File: src/rtl/fnn_ctrl_pkg.sv
// Shared state encoding and parameter defaults for the layer sequencing controller.
package fnn_ctrl_pkg;

  localparam int NN_DEFAULT       = 10;
  localparam int WD_LIMIT_DEFAULT = 4095;

  typedef enum logic [2:0] {
    ST_IDLE,
    ST_START,
    ST_COMPUTE,
    ST_SHIFT,
    ST_WAITV,
    ST_RESTART,
    ST_DONE,
    ST_ERR
  } seq_state_e;

endpackage

File: src/rtl/seq_watchdog.sv
// Saturating watchdog counter. expired flags the enabled cycle whose increment
// reaches LIMIT, so the controller can leave on that same edge.
module seq_watchdog #(
  parameter int LIMIT = 4095,
  parameter int CNT_W = $clog2(LIMIT + 1)
) (
  input  logic clk,
  input  logic rstn,
  input  logic clr,
  input  logic en,
  output logic expired
);

  logic [CNT_W-1:0] cnt;

  always_ff @(posedge clk) begin
    if (!rstn) begin
      cnt <= '0;
    end else if (clr) begin
      cnt <= '0;
    end else if (en && (cnt != CNT_W'(LIMIT))) begin
      cnt <= cnt + CNT_W'(1);
    end
  end

  assign expired = en && (cnt >= CNT_W'(LIMIT - 1));

endmodule

File: src/rtl/layer_sequencer.sv
// Runs one inference pass of a neuron layer: start, compute, paced word
// shift-out, restart handshake, with a watchdog guarding the waiting states.
//
// state   | meaning
// IDLE    | waiting for go with layer_ready
// START   | start strobe out, word_idx and watchdog cleared
// COMPUTE | waiting for neurons_finished, watchdog running
// SHIFT   | waiting for dn_ready to issue the next shift
// WAITV   | layer SOUT word valid, pick next shift or restart
// RESTART | restart held until transferred rises and falls
// DONE    | one-cycle completion pulse
// ERR     | watchdog expired, timeout held until reset
module layer_sequencer
  import fnn_ctrl_pkg::*;
#(
  parameter int NN       = NN_DEFAULT,
  parameter int WD_LIMIT = WD_LIMIT_DEFAULT,
  parameter int IDX_W    = $clog2(NN + 1)
) (
  input  logic             clk,
  input  logic             rstn,
  input  logic             go,
  input  logic             layer_ready,
  input  logic             neurons_finished,
  input  logic             transferred,
  input  logic             dn_ready,
  output logic             start,
  output logic             shift,
  output logic             restart,
  output logic             sout_valid,
  output logic [IDX_W-1:0] word_idx,
  output logic             busy,
  output logic             done,
  output logic             timeout
);

  seq_state_e state;
  logic       xfer_seen;
  logic       idx_full;
  logic       wd_clr;
  logic       wd_en;
  logic       wd_expired;

  assign idx_full = (word_idx == IDX_W'(NN));
  assign wd_clr   = (state == ST_START) || (state == ST_WAITV);
  assign wd_en    = ((state == ST_COMPUTE) && !neurons_finished) ||
                    ((state == ST_RESTART) && !xfer_seen && !transferred);

  seq_watchdog #(.LIMIT(WD_LIMIT)) u_wd (
    .clk     (clk),
    .rstn    (rstn),
    .clr     (wd_clr),
    .en      (wd_en),
    .expired (wd_expired)
  );

  // Outputs are assigned alongside the transition, so each reflects the state being entered.
  always_ff @(posedge clk) begin
    if (!rstn) begin
      state      <= ST_IDLE;
      start      <= 1'b0;
      shift      <= 1'b0;
      restart    <= 1'b0;
      sout_valid <= 1'b0;
      word_idx   <= '0;
      busy       <= 1'b0;
      done       <= 1'b0;
      timeout    <= 1'b0;
      xfer_seen  <= 1'b0;
    end else begin
      start      <= 1'b0;
      shift      <= 1'b0;
      sout_valid <= 1'b0;
      done       <= 1'b0;
      case (state)
        ST_IDLE: begin
          if (go && layer_ready) begin
            state    <= ST_START;
            start    <= 1'b1;
            busy     <= 1'b1;
            word_idx <= '0;
          end
        end
        ST_START: state <= ST_COMPUTE;
        ST_COMPUTE: begin
          if (neurons_finished) begin
            state <= ST_SHIFT;
          end else if (wd_expired) begin
            state   <= ST_ERR;
            timeout <= 1'b1;
            restart <= 1'b1;
          end
        end
        ST_SHIFT: begin
          if (dn_ready && !idx_full) begin
            state    <= ST_WAITV;
            shift    <= 1'b1;
            word_idx <= word_idx + IDX_W'(1);
          end
        end
        ST_WAITV: begin
          sout_valid <= 1'b1;
          if (idx_full) begin
            state     <= ST_RESTART;
            restart   <= 1'b1;
            xfer_seen <= 1'b0;
          end else begin
            state <= ST_SHIFT;
          end
        end
        ST_RESTART: begin
          if (transferred) begin
            xfer_seen <= 1'b1;
          end else if (xfer_seen) begin
            state   <= ST_DONE;
            restart <= 1'b0;
            done    <= 1'b1;
          end else if (wd_expired) begin
            state   <= ST_ERR;
            timeout <= 1'b1;
          end
        end
        ST_DONE: begin
          state <= ST_IDLE;
          busy  <= 1'b0;
        end
        ST_ERR: restart <= 1'b0;
        default: state <= ST_IDLE;
      endcase
    end
  end

endmodule

File: config.mk
export PLATFORM = sky130hd
export DESIGN_NAME = layer_sequencer
export DESIGN_NICKNAME = d
export VERILOG_FILES = /design/src/rtl/fnn_ctrl_pkg.sv /design/src/rtl/seq_watchdog.sv /design/src/rtl/layer_sequencer.sv
export SDC_FILE = /design/constraint.sdc
export NUM_CORES = 1
export LEC_CHECK = 0
export ABC_AREA = 1
export BUFFER_PORTS_ARGS = -buffer_cell sky130_fd_sc_hd__buf_2
export CORE_MARGIN = 10
export CORE_UTILIZATION = 50
export DETAILED_ROUTE_END_ITERATION = 7
export PLACE_DENSITY = 0.75
export RECOVER_POWER = 100
export SKIP_CTS_REPAIR_TIMING = 1
export SLEW_MARGIN = 20
export SYNTH_ARGS = -nofsm -noshare
export SYNTH_HDL_FRONTEND = slang
export SYNTH_SLANG_ARGS = --single-unit
File: constraint.sdc
create_clock -name clk -period 1.4 [get_ports clk]
set_input_delay 0 -clock clk [delete_from_list [all_inputs] [get_ports clk]]
set_output_delay 0 -clock clk [all_outputs]
set_load 0.05 [all_outputs]
Word-level counts from Yosys, hierarchy flattened. Cells that the tools add are included.

Bitwise logic cells: 2. $add $sub $neg: 2. Reductions and logical operators: 30. Mux-type cells: 31. $lt $le $gt $ge: 1. Eq/ne operators: 18.

Operator list (count): 3-bit 2-to-1 mux (7); 3-bit case mux with 7 select lines (1); 1-bit 2-to-1 mux (16); 2-bit != test (second input constant) (8); 12-bit by 1-bit adder with 12-bit output (second input constant) (1); 3-bit equality test (second input constant) (4); 12-bit greater-or-equal comparator (second input constant) (1); 12-bit != test (second input constant) (1); 4-bit 2-to-1 mux (2); 4-bit case mux with 2 select lines (1); 4-bit AND reduction (2); 2-bit nonzero test (4); 1-bit logical AND (7); 7-bit nonzero test (1); 3-bit by 2-bit equality test with 1-bit output (second input constant) (2); 1-bit case mux with 2 select lines (3); 2-bit AND reduction (3); 3-bit AND reduction (2); 6-bit AND reduction (1); 4-bit by 1-bit adder with 4-bit output (second input constant) (1); 4-bit equality test (second input constant) (1); 1-bit zero test (4); 1-bit case mux with 4 select lines (1); 4-bit nonzero test (1); 7 further kinds (9).

Register bits: 27. Logic and storage cells: 95. Output and inout bits: 11. Bits of input ports: 7.

Logic depth before layout (Yosys ltp).
Word-level depth: 9. Depth in mapped cells: 11. Gate-level depth less buffers: 11.

Modules after synthesis. Synthesis repeated with hierarchy kept, for this count alone.

Cell total of the unflattened synthesis: 226. Area total of the unflattened synthesis: 1541.5 um2.

By module, submodules not included: layer_sequencer (seq. area each 300.3 um2, times used 1, cells each 120, area an instance 809.5 um2); seq_watchdog (seq. area each 240.2 um2, times used 1, cells each 106, area an instance 732.0 um2).

Worst setup path before layout. Ideal clock, no wire load.

Kind: register to register. Start: reg word_idx[0]. End: reg word_idx[3]. Path slack: -0.400 ns. Setup time: 0.116 ns. Cell stages (with the launch flop): 10. Data arrival time: 1.684 ns. Data required time: 1.284 ns. Cells stage by stage: dfxtp_1 -> inv_1 -> ha_1 -> nand3_1 -> nand3_1 -> nand2_1 -> nand2_1 -> nor2_1 -> nand2_1 -> and3_1.

Word-level cells in the longest chain between the ends: 5. Elaborated cells between the ends (all ways): 8.

Ends and longest elaborated chain: start: declaration (RTL line layer_sequencer.sv:31) `output logic [IDX_W-1:0] word_idx,`; start signal: assignment (RTL line layer_sequencer.sv:98) `word_idx <= word_idx + IDX_W'(1);`; parallel branches: the longest is 5 deep, another holds 4-bit by 1-bit adder with 4-bit output.

Several ways; the timed one is not identified. The select of a mux whose other input is x is not followed. A chain may end at the register's enable or synchronous reset.

Worst setup path in the final report. Same ends and word-level chain as after synthesis.

==> flow_summary.yaml <==
drt:
  final_antenna_net_count: 0
  wire_per_inst_um: 12.9
  vias: 1603
  drtIter0Drc: 105
  vias_per_cell: 5.17
  wl_mm: 4.01
  drt-pass1-iter-count: 4
  drc: 0
clock_network:
  cts_tree: "yes"
  clock_latency_ps: 350
  clk_path_buf_depth: 2
  cts_made_buffers: 3
  clock-root-buffer: "clkbuf_4"
  cts_sinks: 27
  path_clk_slew_ps: 150
  htree_levels: 1
critical_path:
  crit_path_start: "word_idx[0]$_SDFFE_PN0P_"
  required_ps: 1660
  r2r-start: "word_idx[0]$_SDFFE_PN0P_"
  crit_arrival_ps: 1640
  crit_end: "word_idx[3]$_SDFFE_PN0P_"
  crit_slowest_cell: "dfxtp_4"
  crit_path_start_kind: "flip-flop"
  crit_family: "simple AND/OR/NAND/NOR gates"
  cp_num_cells: 9
  end_kind: "flip-flop"
  slowest_delay_ps: 400
  reg2regPathDepth: 9
  crit_type: "reg2reg"
  reg2reg_slack_ps: 20
  path_cells: "inv_2 > ha_2 > nand3_4 > nand3_2 > nand2_2 > nand2_4 > nor2_1 > nand2_1 > and3_1"
  rr_endpoint: "word_idx[3]$_SDFFE_PN0P_"
  timing.critical_path.buf_inv: 1
  worstPathMaxFanout: 4
timing:
  fmax_ghz: 0.727
  slew_violations: 0
  relSlewSlack_pct: 60.0
  hold_viol: 0
  fin_crit_ps: 1380
  skew_ps: 2.56
  setup_ws_ps: 24.1
  hold-worst-slack_ps: 69.3
  period_share_pct: 98.3
  rsz0062_at_grt: "true"
  setup_tns_ps: 0
  worst_slew_pin_slew_ps: 602
  setup_viol: 0
placed_design:
  dpl.hpwl_mm: 2.76
  gp_congestion: 0.871
  port_buffers: 17
  pre_cts_ws_ps: -57.2
  dp_cells: 297
die:
  start_util_pct: 53.3
  core_region_area_sq_um: 2810
  io-pin-count: 18
  die_h_um: 74.7
  rows: 19
  die_w_um: 74.7
  die-area_sq_um: 5570
yosys:
  ys_warn_count: 0
  synth_adder_area_share_pct: 3.35
  yosys_register_bits: 27
  synth_xor_area_share_pct: 2.35
  seq_area_frac_synth_pct: 36.2
  yosys.area_share.simple_pct: 38.9
  synth_area_sq_um: 1490
  synth_top_family_by_area: "simple AND/OR/NAND/NOR gates"
  synth-compound-area-share_pct: 10.7
  syn_inst: 225
  syn_nets: 236
  synth_mux_area_share_pct: 0
  synth_cell_type_count: 25
  syn_area_per_cell_sq_um: 6.64
global_routing:
  grt_pass1_vias: 1439
  antenna_found_initial: 0
  grt-ovfl-total: 0
  grtUsageTotal_pct: 13.4
  grt_max_degree: 16
  grt_pass1_wl_mm: 6.02
layout:
  layout.cells.non_filler: 310
  nFillCells: 215
  antenna_cells: 0
  drive_above_1_share_pct: 35.8
  syn2layout_area_growth_pct: 40.3
  fin_nets: 291
power:
  power.density_nw_per_um2: 781
  cellLeakagePower_uw: 0.000925
  total_power_uw: 1640
  vdd_drop_max_uv: 859
status:
  outcome: "complete, no violations"
min_path:
  min_path_type: "in2reg"
run:
  drv_cap: 0
==> worst register-to-register path, cell delays in order (launching register included) <==
cell and delay [ps]:
dfxtp_4 400, inv_2 30, ha_2 190, nand3_4 80
nand3_2 100, nand2_2 120, nand2_4 70, nor2_1 100
nand2_1 50, and3_1 150
==> registers in the layout, indices dropped and copies added (netlist names) <==
signal	count
u_wd.cnt	12
word_idx	4
state	3
busy	1
done	1
restart	1
shift	1
sout_valid	1
start	1
timeout	1
xfer_seen	1
==> per-stage QoR <==
| step | area, sq um | utilization [%] |
|---|---|---|
| floorplan | 1520 | - |
| finish | 2100 | 74.7 |
| global placement | 1820 | 64.7 |
| global route | 2100 | 74.7 |
| CTS | 1840 | 65.7 |
| detailed placement | 1820 | 64.7 |
==> metal layers <==
metal / part of all wire [%] / global-route usage [%] / vias up
li1: - / - / 832
met1: 43 / 15.6 / 730
met2: 51 / 22.8 / 33
met3: 3.8 / 4.34 / 8
met4: 2.1 / 4.20 / 0
met5: 0 / 0 / -
==> where the power goes <==
part / leakage, uW / internal [uW] / switching [uW]
registers: 0.000226 / 802 / 36.5
logic: 0.000681 / 165 / 269
clock network: 0.0000177 / 108 / 257
==> layout make-up <==
type	instances	area (sq um)	area share [%]
Multi-Input combinational cell	169	982	46.9
Timing Repair Buffer	51	367	17.5
Sequential cell	27	568	27.1
Clock buffer	3	22.5	1.07
Inverter	28	113	5.37
Clock inverter	1	5.00	0.239
Tap cell	31	38.8	1.85
==> kinds of logic (layout without fill, tap and decap cells) <==
family,after synthesis,count (layout)
compound gates,28,28
xor+xnor,4,4
flops,27,27
fa+ha+maj,4,4
simple gates,132,133
buf+inv,30,83
==> placed cells by master, fill, tap and decap left out, drive strengths merged <==
cell type	n
buf	44
o211ai	1
dlygate4sd3	6
clkbuf	4
nor3	5
o21ai	8
nand4	2
dfxtp	27
a211oi	2
o21bai	2
ha	4
and3	1
clkinv	1
nor2	32
nand2	68
a21oi	14
nor3b	2
nand3	23
o2111ai	1
inv	28
xor2	4
==> cells in the mapped netlist <==
cell | n | area, sq um
nand2_1 | 63 | 236
ha_1 | 4 | 50.1
o21bai_1 | 1 | 7.51
dfxtp_1 | 27 | 541
o21bai_2 | 1 | 11.3
nand3_1 | 22 | 110
nand3_2 | 1 | 10.0
a211oi_1 | 2 | 15.0
inv_1 | 27 | 101
buf_6 | 2 | 22.5
inv_2 | 1 | 3.75
xor2_1 | 4 | 35.0
nand2_4 | 2 | 22.5
nor2_2 | 1 | 6.26
and3_1 | 1 | 6.26
nand2_2 | 2 | 12.5
nor3b_1 | 2 | 15.0
nor2_1 | 30 | 113
o211ai_1 | 1 | 7.51
nand4_1 | 2 | 12.5
o21ai_0 | 8 | 40.0
a21oi_1 | 14 | 70.1
o2111ai_1 | 1 | 8.76
nor3_1 | 5 | 25.0
nor2_4 | 1 | 11.3
==> how the worst min path moves through the flow <==
stage,startpoint,end,slack (ps),cells past startpoint
finish,neurons_finished,state[2]$_SDFFE_PN0P_,70,6
global route,neurons_finished,state[2]$_SDFFE_PN0P_,90,6
CTS,transferred,done$_SDFF_PP0_,-160,2
detailed placement,transferred,done$_SDFF_PP0_,220,2
global placement,transferred,done$_SDFF_PP0_,200,2
floorplan,transferred,done$_SDFF_PP0_,80,1
No activity file was read; power rests on OpenSTA's default activity.
